`src/rtl/jtag_hub_reg_ctrl.sv`:
```
// rtl/jtag_hub_reg_ctrl.sv - jtag_hub slot command controller driving a req/ack register bus
module jtag_hub_reg_ctrl #(
  parameter int ADDR_W  = 8,
  parameter int DATA_W  = 16,
  parameter int TIMEOUT = 64
) (
  input  logic              drck_in,
  input  logic              resetn_i,
  input  logic              sel_i,
  input  logic              capt_i,
  input  logic              shift_i,
  input  logic              tdi_i,
  output logic              tdo_o,
  output logic              req_o,
  output logic              we_o,
  output logic [ADDR_W-1:0] addr_o,
  output logic [DATA_W-1:0] wdata_o,
  input  logic [DATA_W-1:0] rdata_i,
  input  logic              ack_i,
  output logic              busy_o
);

  localparam int FRAME_W = 2 + ADDR_W + DATA_W;
  localparam int CNT_W   = $clog2(FRAME_W + 2);
  localparam int TMR_W   = $clog2(TIMEOUT);

  localparam logic [1:0] OP_NOP    = 2'b00;
  localparam logic [1:0] OP_WRITE  = 2'b01;
  localparam logic [1:0] OP_READ   = 2'b10;
  localparam logic [1:0] OP_STATUS = 2'b11;

  typedef enum logic {
    ST_IDLE = 1'b0,
    ST_EXEC = 1'b1
  } state_t;

  state_t              state_q, state_d;
  logic [TMR_W-1:0]    tmr_q, tmr_d;
  logic [FRAME_W-1:0]  sr_q, sr_d;
  logic [CNT_W-1:0]    cnt_q, cnt_d;
  logic                shifting_q, shifting_d;
  logic                tout_err_q, tout_err_d;
  logic                len_err_q, len_err_d;
  logic                ovr_err_q, ovr_err_d;
  logic [DATA_W-1:0]   rb_q, rb_d;
  logic [ADDR_W-1:0]   addr_q, addr_d;
  logic [DATA_W-1:0]   wdata_q, wdata_d;
  logic                we_q, we_d;

  logic                busy;
  logic                do_capt;
  logic                do_shift;
  logic                eos;
  logic                frame_ok;
  logic [1:0]          op;
  logic [ADDR_W-1:0]   f_addr;
  logic [DATA_W-1:0]   f_data;
  logic                start_cmd;
  logic                ack_hit;
  logic                tmo_hit;
  logic [FRAME_W-1:0]  cap_frame;

  // Control decode: capture beats shift, end of shift is the first non-shifting cycle
  always_comb begin
    busy      = (state_q == ST_EXEC);
    do_capt   = sel_i & capt_i;
    do_shift  = sel_i & shift_i & ~capt_i;
    eos       = shifting_q & (~shift_i | ~sel_i);
    frame_ok  = eos & (cnt_q == CNT_W'(FRAME_W));
    op        = sr_q[1:0];
    f_addr    = sr_q[2 +: ADDR_W];
    f_data    = sr_q[2 + ADDR_W +: DATA_W];
    start_cmd = frame_ok & ~busy & ((op == OP_WRITE) | (op == OP_READ));
    ack_hit   = busy & ack_i;
    tmo_hit   = busy & ~ack_i & (tmr_q == TMR_W'(TIMEOUT - 1));
  end

  // Status frame presented to the host on capture
  always_comb begin
    cap_frame                = '0;
    cap_frame[0]             = busy;
    cap_frame[1]             = tout_err_q;
    cap_frame[2]             = len_err_q;
    cap_frame[3]             = ovr_err_q;
    cap_frame[4 +: DATA_W]   = rb_q;
  end

  // FSM state register
  always_ff @(posedge drck_in or negedge resetn_i) begin
    if (!resetn_i) begin
      state_q <= ST_IDLE;
      tmr_q   <= '0;
    end else begin
      state_q <= state_d;
      tmr_q   <= tmr_d;
    end
  end

  // FSM next state: one bus transaction per accepted command, ack wins over timeout
  always_comb begin
    state_d = state_q;
    tmr_d   = tmr_q;
    case (state_q)
      ST_IDLE: begin
        if (start_cmd) begin
          state_d = ST_EXEC;
          tmr_d   = '0;
        end
      end
      ST_EXEC: begin
        if (ack_i) begin
          state_d = ST_IDLE;
        end else if (tmr_q == TMR_W'(TIMEOUT - 1)) begin
          state_d = ST_IDLE;
        end else begin
          tmr_d = tmr_q + TMR_W'(1);
        end
      end
      default: state_d = ST_IDLE;
    endcase
  end

  // FSM outputs
  always_comb begin
    req_o  = (state_q == ST_EXEC);
    busy_o = (state_q == ST_EXEC);
  end

  // Datapath next state: shift register, bit counter, sticky errors, bus fields
  always_comb begin
    sr_d       = sr_q;
    cnt_d      = cnt_q;
    shifting_d = shifting_q;
    tout_err_d = tout_err_q;
    len_err_d  = len_err_q;
    ovr_err_d  = ovr_err_q;
    rb_d       = rb_q;
    addr_d     = addr_q;
    wdata_d    = wdata_q;
    we_d       = we_q;

    if (do_capt) begin
      sr_d = cap_frame;
    end else if (do_shift) begin
      sr_d       = {tdi_i, sr_q[FRAME_W-1:1]};
      shifting_d = 1'b1;
      if (cnt_q != CNT_W'(FRAME_W + 1)) begin
        cnt_d = cnt_q + CNT_W'(1);
      end
    end

    if (eos) begin
      cnt_d      = '0;
      shifting_d = 1'b0;
      if (cnt_q != CNT_W'(FRAME_W)) begin
        len_err_d = 1'b1;
      end else if (busy) begin
        ovr_err_d = 1'b1;
      end else if ((op == OP_STATUS) && f_data[0]) begin
        tout_err_d = 1'b0;
        len_err_d  = 1'b0;
        ovr_err_d  = 1'b0;
      end
    end

    if (start_cmd) begin
      addr_d  = f_addr;
      wdata_d = f_data;
      we_d    = (op == OP_WRITE);
    end

    if (ack_hit && !we_q) begin
      rb_d = rdata_i;
    end

    if (tmo_hit) begin
      tout_err_d = 1'b1;
    end
  end

  // Datapath registers
  always_ff @(posedge drck_in or negedge resetn_i) begin
    if (!resetn_i) begin
      sr_q       <= '0;
      cnt_q      <= '0;
      shifting_q <= 1'b0;
      tout_err_q <= 1'b0;
      len_err_q  <= 1'b0;
      ovr_err_q  <= 1'b0;
      rb_q       <= '0;
      addr_q     <= '0;
      wdata_q    <= '0;
      we_q       <= 1'b0;
    end else begin
      sr_q       <= sr_d;
      cnt_q      <= cnt_d;
      shifting_q <= shifting_d;
      tout_err_q <= tout_err_d;
      len_err_q  <= len_err_d;
      ovr_err_q  <= ovr_err_d;
      rb_q       <= rb_d;
      addr_q     <= addr_d;
      wdata_q    <= wdata_d;
      we_q       <= we_d;
    end
  end

  assign tdo_o   = sr_q[0];
  assign addr_o  = addr_q;
  assign wdata_o = wdata_q;
  assign we_o    = we_q;

  // OP_NOP needs no action; named for readability of the decode above
  logic unused_nop;
  assign unused_nop = (op == OP_NOP);

endmodule

```
`config.mk`:
```
export PLATFORM = sky130hd
export DESIGN_NAME = jtag_hub_reg_ctrl
export DESIGN_NICKNAME = d
export VERILOG_FILES = /design/src/rtl/jtag_hub_reg_ctrl.sv
export SDC_FILE = /design/constraint.sdc
export NUM_CORES = 1
export LEC_CHECK = 0
export ABC_AREA = 1
export BUFFER_PORTS_ARGS = -buffer_cell sky130_fd_sc_hd__buf_4
export CORE_UTILIZATION = 45
export DETAILED_ROUTE_END_ITERATION = 8
export GPL_ROUTABILITY_DRIVEN = 0
export SLEW_MARGIN = 20
export SYNTH_ARGS = -nofsm -noshare
export SYNTH_HDL_FRONTEND = slang
export SYNTH_SLANG_ARGS = --single-unit
```
`constraint.sdc`:
```
create_clock -name drck_in -period 1.9 [get_ports drck_in]
set_input_delay 0 -clock drck_in [delete_from_list [all_inputs] [get_ports drck_in]]
set_output_delay 0 -clock drck_in [all_outputs]
set_load 0.02 [all_outputs]
```
==> impl.org, run 1 <==
** Run status
- The run finished with clean final reports.

** Power and ir drop
- IR analysis of the VDD net gives a maximum drop of 0.000400 V.
- Cell leakage power :: about 2.3 nW
- Power Dens Cells :: 829 nW/um^2

** Worst setup path
- Crit path capture type :: register
- The endpoint identified for the worst register-to-register timing path is wdata_o[2].
- The worst register-to-register path has a depth of 6.
- Worst setup SP type :: register
- Crit Path Class :: reg -> reg
- Critical Path RT :: 2.13 ns
- In this run the register-to-register setup slack is approximately 0.28 ns.
- In this run the worst path has a maximum fanout of 36.
- Family of cells with the greatest summed delay on the critical path :: flip-flops
- The slowest stage of the critical path is the sky130_fd_sc_hd__dfrtp_1 cell.
- For this run, the slowest stage of the critical path takes about 0.43 ns.
- Counting both buffers and inverters, the worst setup path holds a total of 1.
- Crit path cell chain :: ha_1, nor2_1, nand3_4, buf_4, nand2_1, o21ai_2
- Worst r2r src :: sr_q[0]
- Crit path arrival time :: between 1.5 and 2 ns

** Worst hold path
- Worst Hold Path Cells :: 4
- Startpoint of the most critical hold path :: shift_i
- Class of the most critical hold timing path :: in -> reg
- The worst hold path terminates at len_err_q.

** Clock network
- TritonCTS built the clock tree.
- Post CTS Setup Buffer Count :: 0
- Post-cts hold buffer count :: 20
- Clock tree synthesis found a total of between 80 and 90 sinks.
- Clock-pin slew of the registers on the worst-case setup and hold paths :: ~0.080 ns
- Later-pin clock latency in the skew report :: 0.35 ns
- CTS buffer count :: 9
- Number of cells upsized or downsized after cts :: 0
- Counting along the longest clock path gives a buffer depth of 2.
- Clock Tree Root :: sky130_fd_sc_hd__clkbuf_8
- # H-tree levels :: 3

** Timing
- Timing would allow up to 0.616 GHz.
- Setup slack on the critical path of the routed design comes to 0.278 ns.
- The count of pins over their slew limit is 0.
- The final count of hold timing violations was 0.
- Worst slew slack as a fraction of its limit :: between 50% and 60%
- Sum of negative setup slack :: 0 ns
- Across the routed clock network, the largest skew measured is approximately 0.0085 ns.
- At the pin with the least slew margin, the transition time is 0.652 ns.
- Setup violations remaining at the end of the flow were counted as 0.
- Period utilisation layout :: 85.4%
- Setup repair after global routing left no endpoint under its margin.
- Shortest clock period the worst path allows after layout :: 1.62 ns

** Placement
- Detailed placement finished with a half-perimeter wire length of between 4000 and 5000 um.
- Once placement completed, the tool counted placed cells totaling between 400 and 500.
- Area after DPL :: slightly above 4000 um^2
- In this run the tool buffered the top-level ports with 50 buffer cells.
- Worst slack, placed :: around 0.3 ns

** Route
- First drt pass iteration count :: 4
- Post-DR wirelength/cell :: between 10 and 15 um
- After the first detailed-routing iteration, the DRC count stood at between 150 and 200.
- Dividing the detail-routed via count by the number of cells gives 4.95.
- The routed layout has around 2600 vias.
- Final routed DRC violation total :: 0
- Summed over all layers, the routed wires come to between 7000 and 8000 um.
- Residual antenna-violating net count after detailed routing :: 0

** Cells and area
- Relative to the synthesized area, the layout overhead comes to 24.8%.
- Leaving out fill and tap cells, the most frequent cell in the layout is sky130_fd_sc_hd__dfrtp_1.
- The finished layout holds 531 standard cells, fillers aside.
- In the layout the commonest cells are sky130_fd_sc_hd__dfrtp_1 (83), sky130_fd_sc_hd__o21ai_0 (66), sky130_fd_sc_hd__nand2_1 (57), sky130_fd_sc_hd__buf_4 (57), sky130_fd_sc_hd__inv_1 (32).
- Filler Cell Count :: roughly 700
- Number of inserted diodes :: 0
- After routing the design area is 4590 um^2.
- Number of nets in the finished design :: 452
- Share of post-route cells with drive strength above 1 :: 29.4%
- Cells fill between 50 and 60% of the core in the end.

** Synth
- Yosys printed 0 warnings.
- Post-synth EDFFs :: 0
- After synthesis, flip-flops and latches occupy 56.5% of the total area.
- In the synthesized netlist the async set-or-reset flop fraction comes to 100%.
- Post-Syn Area :: approximately 3700 um^2
- Dividing the synthesized area by the synthesized cell count gives 10.5 um^2.
- Gate count of the mapped netlist :: 350
- Flip-flop and latch count after synthesis :: just over 80
- Leading register cell type out of synthesis :: sky130_fd_sc_hd__dfrtp_1
- Counting distinct cell types in the post-synthesis netlist gives 29.
- Syn nets :: around 380

** Die
- In this run the standard cell core region covers between 7000 and 8000 um^2.
- Die width :: between 90 and 100 um
- In this run the core area contains 32 standard-cell rows.
- Overall die height :: a little over 90 um
- Pin placement for this block handled 51 I/O pins.
- Die outline area :: ~8500 um^2
- The initial utilization of the core area, before any placement, comes to between 40% and 50%.

** Global routing
- The via count of the first global-routing pass is approximately 2600.
- Maximum number of pins on one net before global-route repair :: 48
- Initial antenna violation count :: 0
- Global routing consumed, over all layers together, a little under a fifth of the routing resources.
- First-pass GRT wire length :: ~12000 um
- Overflow left after global routing :: 0

** Run
- Number of max-cap violations :: 0
[Yosys cell counts, types with 2 or more instances]
library cell	number	area [um^2]
sky130_fd_sc_hd__a21oi_1	3	15.0
sky130_fd_sc_hd__buf_6	6	67.6
sky130_fd_sc_hd__clkbuf_1	7	26.3
sky130_fd_sc_hd__dfrtp_1	83	2080
sky130_fd_sc_hd__ha_1	5	62.6
sky130_fd_sc_hd__inv_1	32	120
sky130_fd_sc_hd__inv_2	2	7.51
sky130_fd_sc_hd__mux2_2	6	67.6
sky130_fd_sc_hd__mux2_4	10	150
sky130_fd_sc_hd__nand2_1	57	214
sky130_fd_sc_hd__nand2_4	2	22.5
sky130_fd_sc_hd__nand3_1	14	70.1
sky130_fd_sc_hd__nor2_1	9	33.8
sky130_fd_sc_hd__o21ai_0	66	330
sky130_fd_sc_hd__o21ai_2	27	236
sky130_fd_sc_hd__o22ai_1	6	37.5
sky130_fd_sc_hd__xor2_1	3	26.3
[routing by layer]
metal / up-vias / track usage (%) / share of wire [%]
met4: 0 / 8.98 / 2.2
met3: 14 / 3.45 / 3.9
li1: 1314 / - / -
met5: - / 0 / 0
met1: 1252 / 26.0 / 49
met2: 50 / 28.8 / 45
[area by class of cell]
class	count	area (um^2)	share of cell area, %
Tap cell	102	128	2.78
Sequential cell	83	2080	45.3
Timing Repair Buffer	78	648	14.1
Clock buffer	11	141	3.08
Multi-Input combinational cell	217	1360	29.6
Inverter	35	134	2.92
Clock inverter	5	100	2.18
[sequential cells by signal, summed over array words and instances, names as in the netlist]
| register | flops |
|---|---|
| sr_q | 26 |
| rb_q | 16 |
| wdata_o | 16 |
| addr_o | 8 |
| tmr_q | 6 |
| cnt_q | 5 |
| busy_o | 1 |
| len_err_q | 1 |
| ovr_err_q | 1 |
| shifting_q | 1 |
| tout_err_q | 1 |
| we_o | 1 |
[report_power, final]
group / switching, mW / leakage [nW] / total [mW] / internal [mW]
combinational: 0.226 / 1.04 / 0.371 / 0.144
clock: 0.621 / 0.123 / 1.53 / 0.906
sequential: 0.0520 / 1.11 / 1.91 / 1.86
total: 0.899 / 2.28 / 3.80 / 2.91
[worst min-delay path: stages]
cell and delay (ns):
sky130_fd_sc_hd__buf_4 0.09, sky130_fd_sc_hd__nand2_2 0.07, sky130_fd_sc_hd__nand2_4 0.12, sky130_fd_sc_hd__o22ai_1 0.10
[how the worst max path moves through the flow]
| stage | cells after the start | startpoint | end | slack (ns) |
|---|---|---|---|---|
| floorplan | 6 | sr_q[0] | we_o | 0.42 |
| global placement | 6 | sr_q[0] | wdata_o[6] | 0.34 |
| detailed placement | 6 | sr_q[0] | wdata_o[2] | 0.30 |
| CTS | 6 | sr_q[0] | wdata_o[2] | 0.28 |
| global route | 8 | cnt_q[0] | wdata_o[1] | 0.14 |
| finish | 6 | sr_q[0] | wdata_o[2] | 0.28 |
[kinds of logic (layout without fill, tap and decap cells)]
| kind of cell | Yosys count | in the layout | share of synthesized area, % |
|---|---|---|---|
| multiplexers | 17 | 17 | 6.19 |
| AO/OA/AOI/OAI | 102 | 102 | 16.8 |
| AND/OR/NAND/NOR | 89 | 89 | 11.3 |
| buffers and inverters | 50 | 129 | 6.54 |
| XOR/XNOR | 4 | 4 | 0.953 |
| adder cells (fa/ha/maj) | 5 | 5 | 1.70 |
| flip-flops | 83 | 83 | 56.5 |
[through the flow]
stage | power (mW) | hold WS, ns
2_1_floorplan | 2.13 | -0.296
4_1_cts | 3.85 | 0.0507
6_report | 3.80 | 0.0650
3_3_place_gp | 2.27 | 0.0682
5_1_grt | 3.97 | 0.0712
3_5_place_dp | 2.28 | 0.0705
(Power assumes the default switching activity.)
==> run 2: changes to the inputs <==
--- a/config.mk
+++ b/config.mk
@@ -9,7 +9,8 @@
 export BUFFER_PORTS_ARGS = -buffer_cell sky130_fd_sc_hd__buf_4
 export CORE_UTILIZATION = 45
 export DETAILED_ROUTE_END_ITERATION = 8
-export GPL_ROUTABILITY_DRIVEN = 0
+export MAX_ROUTING_LAYER = met4
+export RECOVER_POWER = 50
 export SLEW_MARGIN = 20
 export SYNTH_ARGS = -nofsm -noshare
 export SYNTH_HDL_FRONTEND = slang
==> run 2 against run 1 <==
Effect of this change:
- clock power barely moved
- flip-flop and latch count did not move
- sequential power barely moved
==> impl.org, run 2 (synthesis results as in run 1) <==
** Clock network
- Post CTS Setup Buffer Count :: 0 (unchanged)
- CTS Buffer Depth :: 2 (unchanged)
- The number of clock sinks seen by CTS came to 83 (unchanged).
- Clock-pin slew of the registers on the worst-case setup and hold paths :: 0.08 ns (about the same)
- The clock latency on the worst-skew pair came to 0.35 ns (about the same).
- The clock buffer count from CTS is 9 (unchanged).
- Clock Tree Root :: sky130_fd_sc_hd__clkbuf_8 (unchanged)
- # H-tree levels :: 3 (unchanged)
- Post-cts hold buffer count :: 20 (unchanged)
- Clock tree from TritonCTS :: done (unchanged)
- The total of cells resized after clock tree synthesis came to 0 (unchanged).

** Die
- The area of the core is 7810 um^2 (unchanged).
- Initial standard-cell utilization of the core :: 47.1% (unchanged)
- The area of the die is 8530 um^2 (unchanged).
- The die span in y came to 92.4 um (unchanged).
- The number of standard-cell rows in the floorplan was 32 (unchanged).
- Number of I/O pins :: 51 (unchanged)
- The chip width is 92.4 um (unchanged).

** Run status
- Status: finished clean (unchanged).

** Route
- The average via count per standard cell came to 4.93 (was 4.95).
- Number of design-rule violations left by the first detailed-router iteration :: 163 (was 152)
- Final routed DRC violation total :: 0 (unchanged)
- The iteration count of the initial detailed-routing pass is 4 (unchanged).
- The total routed wirelength is 7320 um (was 7310 um).
- Post-DR wirelength/cell :: 13.8 um (about the same)
- Residual antenna-violating net count after detailed routing :: 0 (unchanged)
- Via Count :: 2619 (was 2630)

** Timing
- The transition time of the tightest slew-check pin came to 1.24 ns (was 0.652 ns).
- Post-Route Skew :: 0.00846 ns (was 0.00853 ns)
- The count of pins over their slew limit came to 0 (unchanged).
- Highest Clock Rate :: 0.619 GHz (was 0.616 GHz)
- The final sum of negative setup slack is 0 ns (unchanged).
- The final clock period utilization by the worst path came to 85.1% (was 85.4%).
- RSZ-0062 raised after global routing: no (unchanged).
- The number of setup violations in the final report was 0 (unchanged).
- The time the final worst path needs with I/O delays and setup was 1.62 ns (about the same).
- The normalized max-slew margin is 17.0% (was 56.5%).
- Hold violation total from the final report :: 0 (unchanged)

** Global routing
- The initial antenna violation count was 0 (unchanged).
- The global routing usage on met3 came to 2.96% (was 3.45%).
- Global routing usage on met2 :: 28.6% (was 28.8%)
- Tot GR Track Use :: 19.4% (was 18.8%)
- The global-route wire length before repair came to 12400 um (was 12300 um).
- The pin count of the biggest net entering global routing came to 48 (unchanged).
- Most utilized layer in the global route result :: met2 (unchanged)
- The via count of the first global-routing pass is 2581 (was 2592).
- The global-route met1 utilization came to 26.5% (was 26.0%).
- The leftover overflow at the end of global routing came to 0 (unchanged).

** Cells and area
- Share of post-route cells with drive strength above 1 :: 23.3% (was 29.4%)
- The most flop-heavy register is sr_q (unchanged).
- Cell area after layout :: 4480 um^2 (was 4590 um^2)
- Commonest non-fill, non-tap cells in the layout :: sky130_fd_sc_hd__dfrtp_1 (83), sky130_fd_sc_hd__o21ai_0 (66), sky130_fd_sc_hd__nand2_1 (57) (was sky130_fd_sc_hd__dfrtp_1 (83), sky130_fd_sc_hd__o21ai_0 (66), sky130_fd_sc_hd__nand2_1 (57), sky130_fd_sc_hd__buf_4 (57), sky130_fd_sc_hd__inv_1 (32))
- Utilization of the core after routing :: 57.4% (was 58.8%)
- The net total in the final layout was 452 (unchanged).
- The fill cell total of the finished layout came to 713 (was 685).
- The synthesis-to-finish area growth was 22.0% (was 24.8%).
- Most common cell after layout, fill and taps aside :: sky130_fd_sc_hd__dfrtp_1 (unchanged)
- Number of inserted diodes :: 0 (unchanged)
- The number of flip-flops under the largest register name was 26 (unchanged).

** Power and ir drop
- Switching part of the total power :: 23.7% (was 23.6%)
- The internal power was 2.90 mW (was 2.91 mW).
- Largest vdd supply drop :: 0.000403 V (was 0.000400 V)
- Sequential fraction of design power :: 50.2% (was 50.1%)
- Clock network fraction of design power :: 40.2% (was 40.1%)
- The logic gate share of total power is 9.6% (was 9.7%).
- The power per cell area is 848 nW/um^2 (was 829 nW/um^2).
- Power, Total :: 3.80 mW (about the same)
- Net switching power :: 0.900 mW (was 0.899 mW)
- The leakage power figure came to 2.16 nW (was 2.28 nW).

** Worst setup path
- The largest fanout on the critical path was 36 (unchanged).
- The type of destination of the critical path is a register (unchanged).
- Critical Path RT :: 2.13 ns (about the same)
- Crit path arrival time :: 1.85 ns (about the same)
- The sort of element at the start of the critical path is a register (unchanged).
- Logic depth of the worst register-to-register path :: 6 (unchanged)
- The critical path class was reg -> reg (unchanged).

** Worst hold path
- The type of the most critical hold path is in -> reg (unchanged).
- The number of instances on the worst hold path came to 4 (unchanged).

** Placement
- Final HPWL from detailed placement :: 4710 um (unchanged)
- The count of buffers inserted at the top-level ports came to 50 (unchanged).
- The congestion estimate from routability-driven global placement came to roughly 0.82.
- Area after DPL :: 4150 um^2 (unchanged)

** Run
- Number of max-cap violations :: 0 (unchanged)
## run 2: changes by cell type in the layout (fill, tap and decap cells not counted)
cell / before / now
sky130_fd_sc_hd__buf_4: 57 / 29
sky130_fd_sc_hd__clkbuf_2: 0 / 2
sky130_fd_sc_hd__clkbuf_1: 1 / 27
## run 2: routing by layer
metal	vias to the layer above	wire length, um
met4	0	158
met3	12	296
met2	57	3220
met1	1237	3640
met5	-	0
li1	1313	-
## run 2: stage by stage
stage	setup WS (ns)	hold slack [ns]	cells
final	0.284	0.0662	531
after global routing	0.0909	0.0721	531
after CTS	0.278	0.0507	531
after detailed placement	0.297	0.0705	495
after global placement	0.335	0.0682	495
after floorplan	0.421	-0.296	350
## run 2: power groups by stage
stage               combinational (mW)  sequential (mW)  clock, mW
finish                           0.366             1.91       1.53
global route                     0.422             1.92       1.62
CTS                              0.376             1.91       1.56
detailed placement               0.340             1.94          0
global placement                 0.333             1.94          0
floorplan                        0.193             1.94          0
## run 2: layout make-up
type / count / area (um^2) / area share [%]
Sequential cell: 83 / 2080 / 46.3
Multi-Input combinational cell: 217 / 1360 / 30.3
Timing Repair Buffer: 78 / 546 / 12.2
Clock buffer: 11 / 141 / 3.15
Inverter: 35 / 134 / 2.99
Tap cell: 102 / 128 / 2.85
Clock inverter: 5 / 100 / 2.23
## run 2: path summary, 6_finish.rpt
path	slack [ns]	from	to
max	0.28	sr_q[0]	wdata_o[2]
min	0.07	shift_i	len_err_q
max reg2reg	0.28	sr_q[0]	wdata_o[2]
min reg2reg	0.48	wdata_o[6]	wdata_o[6]
max in group asynchronous	0.41	resetn_i	rb_q[1]
min in group asynchronous	0.44	resetn_i	sr_q[21]
## run 2: worst max-delay path, cell delays in order, from the launching register on
cell,delay (ns)
sky130_fd_sc_hd__dfrtp_1,0.43
sky130_fd_sc_hd__ha_1,0.30
sky130_fd_sc_hd__nor2_1,0.17
sky130_fd_sc_hd__nand3_4,0.12
sky130_fd_sc_hd__buf_4,0.28
sky130_fd_sc_hd__nand2_1,0.13
sky130_fd_sc_hd__o21ai_2,0.06
